### src/rtl/note_player_pkg.sv
// Shared constants for the song reader and the note player.
//   PHASE_W  : width of the phase accumulator (20 bits)
//   NOTE_W   : width of a note code (0 = rest, 1..63 = pitch index)
//   DUR_W    : width of a note duration in beats
//   SAMPLE_W : width of the signed output sample
//   AMP      : square-wave amplitude
//   state_t  : note player state encoding
package note_player_pkg;

    localparam int unsigned PHASE_W  = 20;
    localparam int unsigned NOTE_W   = 6;
    localparam int unsigned DUR_W    = 6;
    localparam int unsigned SAMPLE_W = 16;

    localparam logic signed [SAMPLE_W-1:0] AMP = 16'sd16383;

    typedef enum logic [1:0] {
        ST_IDLE    = 2'd0,
        ST_PLAYING = 2'd1,
        ST_DONE    = 2'd2
    } state_t;

endpackage

### src/rtl/note_player_frequency_rom.sv
// frequency_rom: combinational note-code to phase-step table.
//   addr : note code (0 = rest, 1..63 = pitch index)
//   step : 20-bit phase increment per 48 kHz sample
// Equal-tempered scale: one octave of steps (A4 = note 49 = 440 Hz at
// 48 kHz = 9612) is stored and the other octaves are derived by shifting.
// Code n maps to semitone (n-1)%12 and octave (n-1)/12; octave 4 is the
// stored one.
module frequency_rom
    import note_player_pkg::*;
(
    input  logic [NOTE_W-1:0]  addr,
    output logic [PHASE_W-1:0] step
);

    logic [NOTE_W-1:0]  idx;
    logic [3:0]         semi;
    logic [2:0]         oct;
    logic [PHASE_W-1:0] base;

    always_comb begin
        idx  = addr - 6'd1;
        semi = 4'(idx % 6'd12);
        oct  = 3'(idx / 6'd12);

        case (semi)
            4'd0:    base = 20'd9612;
            4'd1:    base = 20'd10184;
            4'd2:    base = 20'd10789;
            4'd3:    base = 20'd11431;
            4'd4:    base = 20'd12110;
            4'd5:    base = 20'd12830;
            4'd6:    base = 20'd13593;
            4'd7:    base = 20'd14402;
            4'd8:    base = 20'd15258;
            4'd9:    base = 20'd16165;
            4'd10:   base = 20'd17127;
            4'd11:   base = 20'd18145;
            default: base = '0;
        endcase

        step = '0;
        if (addr != '0) begin
            if (oct >= 3'd4) begin
                step = base << (oct - 3'd4);
            end else begin
                step = base >> (3'd4 - oct);
            end
        end
    end

endmodule

### src/rtl/note_player.sv
// note_player: plays one note at a time as a square wave.
//   clk                  : system clock, rising edge
//   reset                : asynchronous active-high reset
//   play                 : 1 = run, 0 = pause (beats ignored, phase frozen, samples 0)
//   note                 : note code, 0 = rest
//   duration             : note length in beats (0 allowed)
//   new_note             : one-cycle strobe loading note/duration
//   beat                 : one-cycle tempo pulse
//   generate_next_sample : one-cycle sample strobe
//   sample_out           : signed sample, valid with new_sample_ready
//   new_sample_ready     : pulses one cycle after each sample strobe
//   note_done            : one-cycle pulse when the current note finishes
module note_player
    import note_player_pkg::*;
(
    input  logic                       clk,
    input  logic                       reset,
    input  logic                       play,
    input  logic [NOTE_W-1:0]          note,
    input  logic [DUR_W-1:0]           duration,
    input  logic                       new_note,
    input  logic                       beat,
    input  logic                       generate_next_sample,
    output logic signed [SAMPLE_W-1:0] sample_out,
    output logic                       new_sample_ready,
    output logic                       note_done
);

    state_t             state;
    logic [NOTE_W-1:0]  cur_note;
    logic [DUR_W-1:0]   remaining;
    logic [PHASE_W-1:0] phase;
    logic [PHASE_W-1:0] step;
    logic [PHASE_W-1:0] phase_adv;
    logic               advance;

    frequency_rom u_rom (
        .addr (cur_note),
        .step (step)
    );

    always_comb begin
        advance   = (state == ST_PLAYING) && play && generate_next_sample;
        phase_adv = phase + step;
    end

    always_ff @(posedge clk or posedge reset) begin
        if (reset) begin
            state            <= ST_IDLE;
            cur_note         <= '0;
            remaining        <= '0;
            phase            <= '0;
            sample_out       <= '0;
            new_sample_ready <= 1'b0;
            note_done        <= 1'b0;
        end else begin
            new_sample_ready <= generate_next_sample;
            note_done        <= 1'b0;

            // The sample reflects the note sounding in this cycle; a load in
            // the same cycle only affects subsequent samples.
            if (generate_next_sample) begin
                if (advance && cur_note != '0) begin
                    sample_out <= phase_adv[PHASE_W-1] ? -AMP : AMP;
                end else begin
                    sample_out <= '0;
                end
            end
            if (advance) begin
                phase <= phase_adv;
            end

            // note_done is raised on entry to DONE so it coincides with it.
            if (new_note) begin
                cur_note  <= note;
                remaining <= duration;
                phase     <= '0;
                if (duration == '0) begin
                    state     <= ST_DONE;
                    note_done <= 1'b1;
                end else begin
                    state <= ST_PLAYING;
                end
            end else begin
                case (state)
                    ST_PLAYING: begin
                        if (beat && play) begin
                            remaining <= remaining - 6'd1;
                            if (remaining == 6'd1) begin
                                state     <= ST_DONE;
                                note_done <= 1'b1;
                            end
                        end
                    end
                    ST_DONE: state <= ST_IDLE;
                    default: ;
                endcase
            end
        end
    end

endmodule

### config.mk
export PLATFORM = sky130hd
export DESIGN_NAME = note_player
export DESIGN_NICKNAME = d
export VERILOG_FILES = /design/src/rtl/note_player_pkg.sv /design/src/rtl/note_player_frequency_rom.sv /design/src/rtl/note_player.sv
export SDC_FILE = /design/constraint.sdc
export NUM_CORES = 1
export LEC_CHECK = 0
export CAP_MARGIN = 20
export CORE_UTILIZATION = 30
export CTS_BUF_LIST = sky130_fd_sc_hd__clkbuf_4 sky130_fd_sc_hd__clkbuf_8 sky130_fd_sc_hd__clkbuf_16
export DETAILED_ROUTE_END_ITERATION = 8
export GPL_TIMING_DRIVEN = 0
export SETUP_SLACK_MARGIN = 0.5
export SLEW_MARGIN = 30
export SYNTH_ARGS = -nofsm -noshare
export SYNTH_HDL_FRONTEND = slang
export SYNTH_SLANG_ARGS = --single-unit
### constraint.sdc
create_clock -name clk -period 12.8 [get_ports clk]
set_clock_uncertainty 0.2 [all_clocks]
set_input_delay 2.56 -clock clk [delete_from_list [all_inputs] [get_ports clk]]
set_output_delay 2.56 -clock clk [all_outputs]
set_load 0.05 [all_outputs]
==> flow_summary.ini <==
[placement]
hpwlAfterDp_mm = 11.86
placed_cell_area_um2 = 5625
port_buffers = 34
place_congestion = 0.9732

[sta]
setup_viol = 0
finalHoldViolCount = 0
setup_tns_ns = 0
max_clock_freq_mhz = 99.35
tightest_slew_ns = 0.8413
slew_violations = 0
relSlewSlack_pct = 43.40
min_period_ns = 10.07
rsz0062_at_grt = false
period_share_pct = 78.64

[power]
p_per_area_nw_per_um2 = 177.4
vdd.ir_drop.worst_mv = 0.07092
p_leak_nw = 2.341

[synthesis]
synth_cell_types = 89
synth_area_um2 = 4995
synth-main-ff-cell = dfrtp_1
syn_area_per_cell_um2 = 7.545
ys_seq_elements = 39
ys_warn_count = 0
synth_edf_count = 0
synth.yosys.seq_area_share_pct = 19.54
synthCells = 662
synthArstFlopShare_pct = 100.0
syn-num-nets = 712

[floorplanning]
rows = 46
die_x_um = 131.0
initial_core_util_pct = 31.10
die_h_um = 131.0
die_area_um2 = 17170
core_area_um2 = 16060
ios = 36

[critical_path]
crit_path_max_fanout = 10
regToRegEndpoint = sample_out[13]
cp_common_cell = clkbuf_1
critPathKind = reg -> reg
cp.required_ns = 12.78
cp-start-kind = flop
crit_path_top_delay_cell = o41ai_1
crit_path_end_kind = flop
slowest_delay_ns = 0.67
critPathArrivalTime_ns = 10.05
rr_startpoint = cur_note[0]
rr_worst_depth = 36
ff2ff_setup_slack_ns = 2.73

[worst_hold_path]
hold_end = sample_out[0]
hp-start = sample_out[0]
hp-class = reg -> reg
worstHoldPathCells = 1

[layout]
final_cell_area_um2 = 5798
final_common_cell = nand2_1
nets = 754
syn2layout_area_growth_pct = 16.08
drive_gt1_share_pct = 10.35
diodes = 0
most-common-layout-cells = 79 x nand2_1, 54 x nor2_1, 49 x a21oi_1

[grt]
grt_pass1_vias = 5065
antenna_found_initial = 0
grt-ovfl-total = 0
grt_use_total_pct = 19.32
grt_pass1_wl_mm = 26.07
grt_max_degree = 27

[route]
drtPass1Iterations = 5
ant_nets = 0
vias = 5241
drt_iter0_markers = 583
viasPerCell = 5.691
detail_route.wl_per_cell_um = 16.79
route.detailed.drc = 0
wl_mm = 15.46

[cts]
htreeDepth = 2
clk_path_buf_depth = 2
cts_buffers = 5
clock_sinks = 39
clk_pin_slew_ns = 0.07
cts_hold_buf = 0
post_cts_resized = 0
tritoncts = done
root_buffer = clkbuf_16
clock_latency_ns = 0.29
cts_setup_buffers = 0

[job]
cap_violations = 0

[outcome]
status = complete, no violations
==> how the worst max path moves through the flow <==
| stage | startpoint | endpoint | slack (ns) | depth (start not counted) |
|---|---|---|---|---|
| 3_5_place_dp | cur_note[0] | sample_out[13] | 2.88 | 36 |
| 2_1_floorplan | cur_note[0] | sample_out[13] | 4.73 | 35 |
| 6_report | cur_note[0] | sample_out[13] | 2.73 | 36 |
| 5_1_grt | cur_note[0] | sample_out[13] | 1.92 | 36 |
| 4_1_cts | cur_note[0] | sample_out[13] | 2.86 | 36 |
| 3_3_place_gp | cur_note[0] | sample_out[13] | 2.89 | 36 |
==> metrics by stage <==
stage	power (mW)	util [%]	instances	setup slack, ns	hold WS (ns)
detailed placement	0.8591	35.03	913	2.885	0.3003
floorplan	0.6955	-	662	4.726	0.2830
finish	1.028	36.11	921	2.734	0.3228
global placement	0.8642	34.91	912	2.887	0.3081
global route	1.108	36.11	921	1.920	0.3470
CTS	1.015	36.11	921	2.859	0.3221
==> cells in the mapped netlist (5+ instances only) <==
cell type / count / area [um2]
a2111oi_2: 5 / 75.07
a211oi_1: 7 / 52.55
a21o_1: 9 / 67.56
a21oi_1: 49 / 245.2
a22oi_1: 6 / 45.04
a31oi_1: 15 / 93.84
and2_1: 5 / 31.28
buf_2: 7 / 35.03
buf_4: 16 / 120.1
clkbuf_1: 34 / 127.6
dfrtp_1: 39 / 975.9
ha_1: 31 / 387.9
inv_1: 20 / 75.07
mux2_2: 5 / 56.30
mux2i_1: 12 / 120.1
nand2_1: 79 / 296.5
nand3_1: 20 / 100.1
nor2_1: 54 / 202.7
nor3_1: 20 / 100.1
nor4_1: 7 / 43.79
o211ai_1: 8 / 60.06
o21a_1: 8 / 60.06
o21ai_0: 43 / 215.2
o21ai_1: 5 / 25.02
o21bai_1: 6 / 45.04
o22ai_1: 11 / 68.82
o31ai_1: 7 / 52.55
or3_1: 6 / 37.54
xnor2_1: 17 / 148.9
xor2_1: 10 / 87.58
==> critical path, delay by kind of cell (launching register included) <==
family                     cells  cell delay [ns]
buffers and inverters         11             3.18
and+or+nand+nor                3             0.79
muxes                          1             0.15
DFF                            1             0.42
adders and majority gates      6             1.48
xor gates and xnor gates       1             0.21
AOI/OAI and AO/OA             14             3.49
==> routing by layer <==
| layer | global-route usage (%) | part of all wire [%] |
|---|---|---|
| met1 | 26.60 | 46 |
| met2 | 30.53 | 44 |
| met3 | 2.117 | 7.2 |
| met4 | 8.249 | 2.8 |
| met5 | 0 | 0 |
==> logic make-up (layout without fill, tap and decap cells) <==
family | count (synthesis) | after routing | share of synthesized area [%]
muxes | 19 | 19 | 4.058
adders and majority gates | 32 | 32 | 8.166
and+or+nand+nor | 225 | 225 | 21.54
AOI/OAI and AO/OA | 233 | 233 | 33.22
buffers and inverters | 86 | 129 | 8.292
xor gates and xnor gates | 28 | 28 | 5.185
DFF | 39 | 39 | 19.54
==> power by group <==
group | leakage, nW | internal (mW) | switching, mW
Combinational | 1.75 | 0.281 | 0.452
Clock | 0.0844 | 0.0930 | 0.0555
Sequential | 0.506 | 0.136 | 0.0103
==> sequential cells by signal, indices dropped and copies added (netlist names) <==
register and flops:
cur_note 6, new_sample_ready 1, note_done 1, phase 20, remaining 6, sample_out 3
state 2
==> layout make-up <==
type,instances,area [um2]
Fill cell,1711,10260
Inverter,24,90.09
Sequential cell,39,975.9
Timing Repair Buffer,35,360.3
Multi-Input combinational cell,537,3605
Tap cell,216,270.3
Buffer,62,324.1
Clock buffer,5,125.1
Clock inverter,3,47.55
(Power assumes the default switching activity.)
